### config.mk
export PLATFORM = sky130hd
export DESIGN_NAME = ext_mem_loader
export DESIGN_NICKNAME = d
export VERILOG_FILES = /design/src/rtl/ext_mem_loader.sv
export SDC_FILE = /design/constraint.sdc
export NUM_CORES = 1
export LEC_CHECK = 0
export ABC_AREA = 1
export CAP_MARGIN = 40
export CORE_ASPECT_RATIO = 0.6
export CORE_MARGIN = 2
export CORE_UTILIZATION = 42
export CTS_CLUSTER_DIAMETER = 200
export DETAILED_ROUTE_END_ITERATION = 7
export PLACE_DENSITY_LB_ADDON = 0.05
export SLEW_MARGIN = 20
export SYNTH_ARGS = -nofsm -noshare
export SYNTH_HDL_FRONTEND = slang
export SYNTH_SLANG_ARGS = --single-unit
export TNS_END_PERCENT = 5
### constraint.sdc
create_clock -name clk -period 2 [get_ports clk]
set_input_delay 0.4 -clock clk [delete_from_list [all_inputs] [get_ports clk]]
set_output_delay 0.4 -clock clk [all_outputs]
set_load 0.03 [all_outputs]
### src/rtl/ext_mem_loader.sv
// Boot loader: streams IMEM words, then DMEM words, into the CPU external load ports, then enables the CPU.
// Optional feature macro CHECKSUM_EN adds a trailing checksum beat (CHK state) and a locked ERR state.
module ext_mem_loader #(
   parameter int          CNT_W     = 10,
   parameter logic [63:0] IMEM_BASE = 64'd0,
   parameter logic [63:0] DMEM_BASE = 64'd0
) (
   input  logic             clk,
   input  logic             rst,
   input  logic             start,
   input  logic             stop,
   input  logic [CNT_W-1:0] imem_words,
   input  logic [CNT_W-1:0] dmem_words,
   input  logic             in_valid,
   input  logic [63:0]      in_data,
   output logic             in_ready,
   output logic [63:0]      addr_ext,
   output logic             wen_ext,
   output logic             ren_ext,
   output logic [31:0]      wdata_ext,
   output logic [63:0]      addr_ext_2,
   output logic             wen_ext_2,
   output logic             ren_ext_2,
   output logic [63:0]      wdata_ext_2,
   output logic             cpu_enable,
   output logic             busy,
   output logic             err
);

   localparam logic [2:0] ST_IDLE   = 3'd0;
   localparam logic [2:0] ST_LOAD_I = 3'd1;
   localparam logic [2:0] ST_LOAD_D = 3'd2;
   localparam logic [2:0] ST_CHK    = 3'd3;
   localparam logic [2:0] ST_RUN    = 3'd4;
   localparam logic [2:0] ST_ERR    = 3'd5;

`ifdef CHECKSUM_EN
   localparam logic [2:0] ST_AFTER_LOAD = ST_CHK;
`else
   localparam logic [2:0] ST_AFTER_LOAD = ST_RUN;
`endif

   logic [2:0]       state_r;
   logic [2:0]       state_next_s;
   logic [CNT_W-1:0] imem_cnt_r;
   logic [CNT_W-1:0] dmem_cnt_r;
   logic [CNT_W-1:0] idx_r;
   logic             fire_s;
   logic             last_i_s;
   logic             last_d_s;
   logic             load_next_s;
   logic             chk_ok_s;
   logic [63:0]      imem_addr_s;
   logic [63:0]      dmem_addr_s;

`ifdef CHECKSUM_EN
   logic [63:0]      sum_r;
`endif

   assign ren_ext     = 1'b0;
   assign ren_ext_2   = 1'b0;
   assign fire_s      = in_valid & in_ready;
   assign last_i_s    = (idx_r == (imem_cnt_r - CNT_W'(1)));
   assign last_d_s    = (idx_r == (dmem_cnt_r - CNT_W'(1)));
   assign imem_addr_s = IMEM_BASE + {{(62-CNT_W){1'b0}}, idx_r, 2'b00};
   assign dmem_addr_s = DMEM_BASE + {{(61-CNT_W){1'b0}}, idx_r, 3'b000};
   assign load_next_s = (state_next_s == ST_LOAD_I) || (state_next_s == ST_LOAD_D) ||
                        (state_next_s == ST_CHK);

`ifdef CHECKSUM_EN
   assign chk_ok_s = (in_data == sum_r);
`else
   assign chk_ok_s = 1'b0;
`endif

   // Next-state decode; an empty memory region is skipped without a bubble.
   always_comb begin
      state_next_s = state_r;
      case (state_r)
         ST_IDLE: begin
            if (start) begin
               if (imem_words != {CNT_W{1'b0}}) begin
                  state_next_s = ST_LOAD_I;
               end else if (dmem_words != {CNT_W{1'b0}}) begin
                  state_next_s = ST_LOAD_D;
               end else begin
                  state_next_s = ST_AFTER_LOAD;
               end
            end else begin
               state_next_s = ST_IDLE;
            end
         end
         ST_LOAD_I: begin
            if (fire_s && last_i_s) begin
               if (dmem_cnt_r != {CNT_W{1'b0}}) begin
                  state_next_s = ST_LOAD_D;
               end else begin
                  state_next_s = ST_AFTER_LOAD;
               end
            end else begin
               state_next_s = ST_LOAD_I;
            end
         end
         ST_LOAD_D: begin
            if (fire_s && last_d_s) begin
               state_next_s = ST_AFTER_LOAD;
            end else begin
               state_next_s = ST_LOAD_D;
            end
         end
         ST_CHK: begin
            if (fire_s) begin
               state_next_s = chk_ok_s ? ST_RUN : ST_ERR;
            end else begin
               state_next_s = ST_CHK;
            end
         end
         ST_RUN: begin
            if (stop) begin
               state_next_s = ST_IDLE;
            end else begin
               state_next_s = ST_RUN;
            end
         end
         ST_ERR: begin
`ifdef CHECKSUM_EN
            state_next_s = ST_ERR;
`else
            state_next_s = ST_IDLE;
`endif
         end
         default: begin
            state_next_s = ST_IDLE;
         end
      endcase
   end

   // State, counters and registered memory-port outputs; addresses/data hold between writes.
   always_ff @(posedge clk) begin
      if (rst) begin
         state_r     <= ST_IDLE;
         imem_cnt_r  <= {CNT_W{1'b0}};
         dmem_cnt_r  <= {CNT_W{1'b0}};
         idx_r       <= {CNT_W{1'b0}};
         in_ready    <= 1'b0;
         busy        <= 1'b0;
         cpu_enable  <= 1'b0;
         addr_ext    <= 64'd0;
         wen_ext     <= 1'b0;
         wdata_ext   <= 32'd0;
         addr_ext_2  <= 64'd0;
         wen_ext_2   <= 1'b0;
         wdata_ext_2 <= 64'd0;
      end else begin
         state_r    <= state_next_s;
         in_ready   <= load_next_s;
         busy       <= load_next_s;
         cpu_enable <= (state_next_s == ST_RUN);
         wen_ext    <= 1'b0;
         wen_ext_2  <= 1'b0;
         case (state_r)
            ST_IDLE: begin
               if (start) begin
                  imem_cnt_r <= imem_words;
                  dmem_cnt_r <= dmem_words;
                  idx_r      <= {CNT_W{1'b0}};
               end
            end
            ST_LOAD_I: begin
               if (fire_s) begin
                  wen_ext   <= 1'b1;
                  addr_ext  <= imem_addr_s;
                  wdata_ext <= in_data[31:0];
                  idx_r     <= last_i_s ? {CNT_W{1'b0}} : (idx_r + CNT_W'(1));
               end
            end
            ST_LOAD_D: begin
               if (fire_s) begin
                  wen_ext_2   <= 1'b1;
                  addr_ext_2  <= dmem_addr_s;
                  wdata_ext_2 <= in_data;
                  idx_r       <= last_d_s ? {CNT_W{1'b0}} : (idx_r + CNT_W'(1));
               end
            end
            default: begin
               idx_r <= idx_r;
            end
         endcase
      end
   end

`ifdef CHECKSUM_EN
   // Running modulo-2^64 sum of written words; err mirrors the locked ERR state.
   always_ff @(posedge clk) begin
      if (rst) begin
         sum_r <= 64'd0;
         err   <= 1'b0;
      end else begin
         err <= (state_next_s == ST_ERR);
         if ((state_r == ST_IDLE) && start) begin
            sum_r <= 64'd0;
         end else if (fire_s && (state_r == ST_LOAD_I)) begin
            sum_r <= sum_r + {32'd0, in_data[31:0]};
         end else if (fire_s && (state_r == ST_LOAD_D)) begin
            sum_r <= sum_r + in_data;
         end else begin
            sum_r <= sum_r;
         end
      end
   end
`else
   assign err = 1'b0;
`endif

endmodule

; After elaboration in Yosys (flattened, before gate mapping)
; Cells that the tools add are included.
; W data, S select, Z words.
[word_totals]
inputBits = 89
ff_bits = 153
output_inout_bits = 232
word_cells = 62
[classes]
bitwise_logic = 3
add_sub_neg = 3
mux = 16
reduce_logical = 15
n_eq_ne = 13
[op_table]
columns = cell, n
row1 = $mux W10, 5
row2 = $pmux W10 S3, 1
row3 = $reduce_bool A10 Y1, 3
row4 = $mux W3, 8
row5 = $eq A10 B10 Y1, 2
row6 = $sub A10 B1 Y10 const B, 2
row7 = $pmux W3 S5, 1
row8 = $eq A3 B2 Y1 const B, 4
row9 = $add A10 B1 Y10 const B, 1
row10 = $eq A3 B1 Y1 const B, 2
row11 = $eq A3 B3 Y1 const B, 2
row12 = $ne A2 B2 Y1 const B, 3
row13 = $reduce_and A2 Y1, 3
row14 = $reduce_and A4 Y1, 1
row15 = $reduce_or A2 Y1, 2
row16 = $logic_not A3 Y1, 1
row17 = $reduce_bool A3 Y1, 1
row18 = $logic_and A1 B1 Y1, 2
row19 = $logic_or A1 B1 Y1, 2
row20 = $not A1 Y1, 2
row21 = $and A1 B1 Y1, 1
row22 = $mux W1, 1

; Longest topological paths before layout
[logic_depth]
depth_word = 8
depth_mapped = 15
mapped_depth_nobuf = 15

; Worst setup path before layout
; OpenSTA, ideal clock, no wires.
[synth_path]
path_kind = reg2reg
startpoint = register imem_cnt_r[0]
endpoint = register idx_r[6]
arrival_ns = 1.656
path_buffers = 0
stages_incl_launch_ff = 15
path_slack_ns = 0.228
required_time_ns = 1.884
synth_period_minus_slack_ns = 1.772
setup_time_ns = 0.116
path_cell_list = dfxtp_1 inv_1 ha_1 nand2_1 inv_1 nor2_1 nand2_1 nor2_1 nand3_1 nor2_1 nand3_2 a21oi_2 nand2_2 nand2_4 nor2_2
[synth_via]
elab_chain_cells = 5
[synth_lines]
columns = element, line
row1 = "start, declared", 45  ; logic [CNT_W-1:0] imem_cnt_r;
row2 = "start signal, assigned", 142  ; imem_cnt_r <= {CNT_W{1'b0}};
row3 = "start signal, assigned", 164  ; imem_cnt_r <= imem_words;
row4 = $sub A10 B1 Y10, 63  ; assign last_i_s = (idx_r == (imem_cnt_r - CNT_W'(1)));
row5 = $eq A10 B10 Y1, 63
row6 = $mux W10, 174  ; idx_r <= last_i_s ? {CNT_W{1'b0}} : (idx_r + CNT_W'(1));
row7 = $mux W10, 170  ; if (fire_s) begin
row8 = $pmux W10 S3, 161  ; case (state_r)
row9 = "end signal, assigned", 166  ; idx_r <= {CNT_W{1'b0}};
row10 = "end signal, assigned", 174
row11 = "end signal, assigned", 182  ; idx_r <= last_d_s ? {CNT_W{1'b0}} : (idx_r + CNT_W'(1));
row12 = "end, declared", 47  ; logic [CNT_W-1:0] idx_r;
; No other way between the ends. The select of a mux whose other input is x is not followed.
; A chain may end at the register's enable or synchronous reset.

; Worst setup path after layout
[layout_path]
startpoint = register imem_cnt_r[1]
endpoint = register idx_r[1]
; The elaborated chain is that of the path after synthesis.

==> reports/qor.csv <==
metric,value,unit
dieArea,18200,µm²
fin_skew,0.00880,ns
ios,321,
drcViolationCount,0,
powerDensity,814,nW/µm²
yosysTopAreaCell,dfxtp_1,
seqPwrFrac,39.7,%
place_hpwl,14.8,mm
clkTransAtPathRegs,0.07,ns
design.core.area,16500,µm²
first_pass_iters,4,
synth-seq-area-share,42.6,%
synth_area,7190,µm²
arrival,2.22,ns
synthCells,964,
grt_max_degree,70,
worst_ep_required_time,2.29,ns
cts.path.max_buffers,2,
crit_type,reg -> reg,
rsz0062_at_grt,yes,
clock_sinks,153,
antenna_cells,0,
fmax,520,MHz
crit_path_end_kind,flop,
die_w,173,µm
hold_viol,0,
die_height,105,µm
fin_nets,1274,
fillCellCount,1575,
crit_path_start_kind,flop,
clockPowerShare,42.7,%
drv_slew,0,
drt_iter0_markers,348,
synth-warning-count,0,
power_leakage,4.20,nW
cts_htree_levels,4,
synth_ff_type,dfxtp_1,
cts_made_buffers,17,
synth_area_per_cell,7.46,µm²
fin_crit_sh,96.1,%
ant_nets,0,
grt_pass1_wl,30.4,mm
synth_top_area_share,42.6,%
start_util,43.6,%
grt_pass1_vias,5519,
rows,36,
portBuffers,209,
area_growth,38.7,%
hold_class,reg -> reg,
p_total,0.00811,W
status,completed,
p_switching,0.00239,W
grt_busiest_layer,met2,
seqCellArea,3070,µm²
grt.overflow.total,0,
cts_root_buf,clkbuf_16,
switching_share,29.5,%
worst-path-max-fanout,4,
met3_usage,5.81,%
p_int,0.00572,W
utilization,60.5,%
ir_drop,0.000629,V
synth.ff_latch_count,153,
setup_viol,0,
ys_types,41,
use_met2,32.3,%
clk_latency,0.40,ns
drv_cap,0,
routed_wl,19.8,mm
async_reset_ff_share,0,%
grt_use_total,21.0,%
cts_tree,yes,
globalplace.congestion,0.921,
num_vias,6352,
p_comb_share,17.6,%
viasPerCell,4.46,
fin_crit,1.92,ns
met1_usage,29.6,%
yosysMostFrequentCell,nor2_1,
synth_common_cells,"nor2_1 (252), dfxtp_1 (153), o21ai_0 (134)",
synth_edf_count,0,
multi_input_area,3380,µm²
holdBufCountCts,0,
drive_gt1_share,10.9,%
synth_area_leaders,"dfxtp_1 (43%), nor2_1 (13%), buf_4 (12%)",
wl_per_cell,13.9,µm
antenna_found_initial,0,
[logic make-up after synthesis]
| logic type | after synthesis | share of synthesized area (%) |
|---|---|---|
| buffers and inverters | 206 | 17.2 |
| DFF | 153 | 42.6 |
| AOI/OAI and AO/OA | 182 | 13.0 |
| other | 1 | 0.0522 |
| muxes | 1 | 0.139 |
| adders and majority gates | 3 | 0.522 |
| and+or+nand+nor | 395 | 23.5 |
| xor gates and xnor gates | 23 | 2.99 |
[worst paths after layout]
path,start,to,slack (ns),cells after the start
setup reg to reg,imem_cnt_r[1],idx_r[1],0.08,14
hold / removal,wdata_ext_2[2],wdata_ext_2[2],0.48,2
setup / recovery,imem_cnt_r[1],idx_r[1],0.08,14
hold reg to reg,wdata_ext_2[2],wdata_ext_2[2],0.48,2
[metrics by stage]
stage          std cells  setup TNS [ns]  area [µm²]  hold WS (ns)  worst slack (ns)
2_1_floorplan       1074               0        7600         0.448             0.228
3_3_place_gp        1389          -0.110        9250         0.461           -0.0422
3_5_place_dp        1389          -0.268        9250         0.469           -0.0665
4_1_cts             1421        -0.00185        9890         0.483          -0.00185
5_1_grt             1423          -0.293        9970         0.505           -0.0386
6_report            1423               0        9970         0.478            0.0780
[state kept, by name, indices dropped and copies added (netlist names), 3 cells and up]
signal / flops
wdata_ext_2: 64
wdata_ext: 32
addr_ext: 10
addr_ext_2: 10
dmem_cnt_r: 10
idx_r: 10
imem_cnt_r: 10
state_r: 3
[layer usage]
metal  vias to the layer above  part of all wire [%]
li1                       3290                     -
met5                         -                     0
met3                         4                   7.8
met1                      2848                    48
met4                         0                  0.34
met2                       210                    44
[power groups by stage]
stage | clock network, W | logic [W] | registers (W)
5_1_grt | 0.00366 | 0.00155 | 0.00324
4_1_cts | 0.00354 | 0.00138 | 0.00322
3_5_place_dp | 0 | 0.00138 | 0.00329
6_report | 0.00346 | 0.00143 | 0.00323
2_1_floorplan | 0 | 0.000996 | 0.00337
3_3_place_gp | 0 | 0.00138 | 0.00329
[critical path, cell delays in order (launching register included)]
cell and delay [ns]:
dfxtp_2 0.33, inv_2 0.05, ha_4 0.23, nand2_2 0.07
inv_2 0.03, nor2_2 0.08, nand2_1 0.05, nor2_1 0.08
nand3_1 0.10, nor2_2 0.18, nand3_4 0.14, a21oi_4 0.21
nand2_4 0.10, nand2_4 0.11, nor2_2 0.04
[cells in the final DEF, fill, tap and decap left out, drive strengths merged]
cell	count
a21oi	41
bufinv	3
clkbuf	18
o21bai	1
ha	3
nor2	274
nor3	3
nor4	3
o22ai	1
mux2i	1
or2	1
clkdlybuf4s50	209
buf	38
o31ai	1
xnor3	1
inv	54
nand2	83
clkinv	4
nand4	4
xor2	15
xnor2	7
nand3	28
o21ai	138
conb	111
dfxtp	153
[final cells by class]
class / count / area share [%]
timing repair buffer: 247 / 24.3
clock inverter: 14 / 1.97
clock buffer: 18 / 4.40
sequential: 153 / 30.8
inverter: 47 / 1.81
multi-input combinational: 716 / 33.9
tap: 228 / 2.86
[timing repair]
action                     in CTS  in global routing
setup endpoints to repair       1                 15
hold endpoints to repair        0                  0
gates cloned                    0                  1
pin swaps                       0                 11
resized for setup               0                 17
setup buffers                   0                  1
No activity file was read; power rests on OpenSTA's default activity.
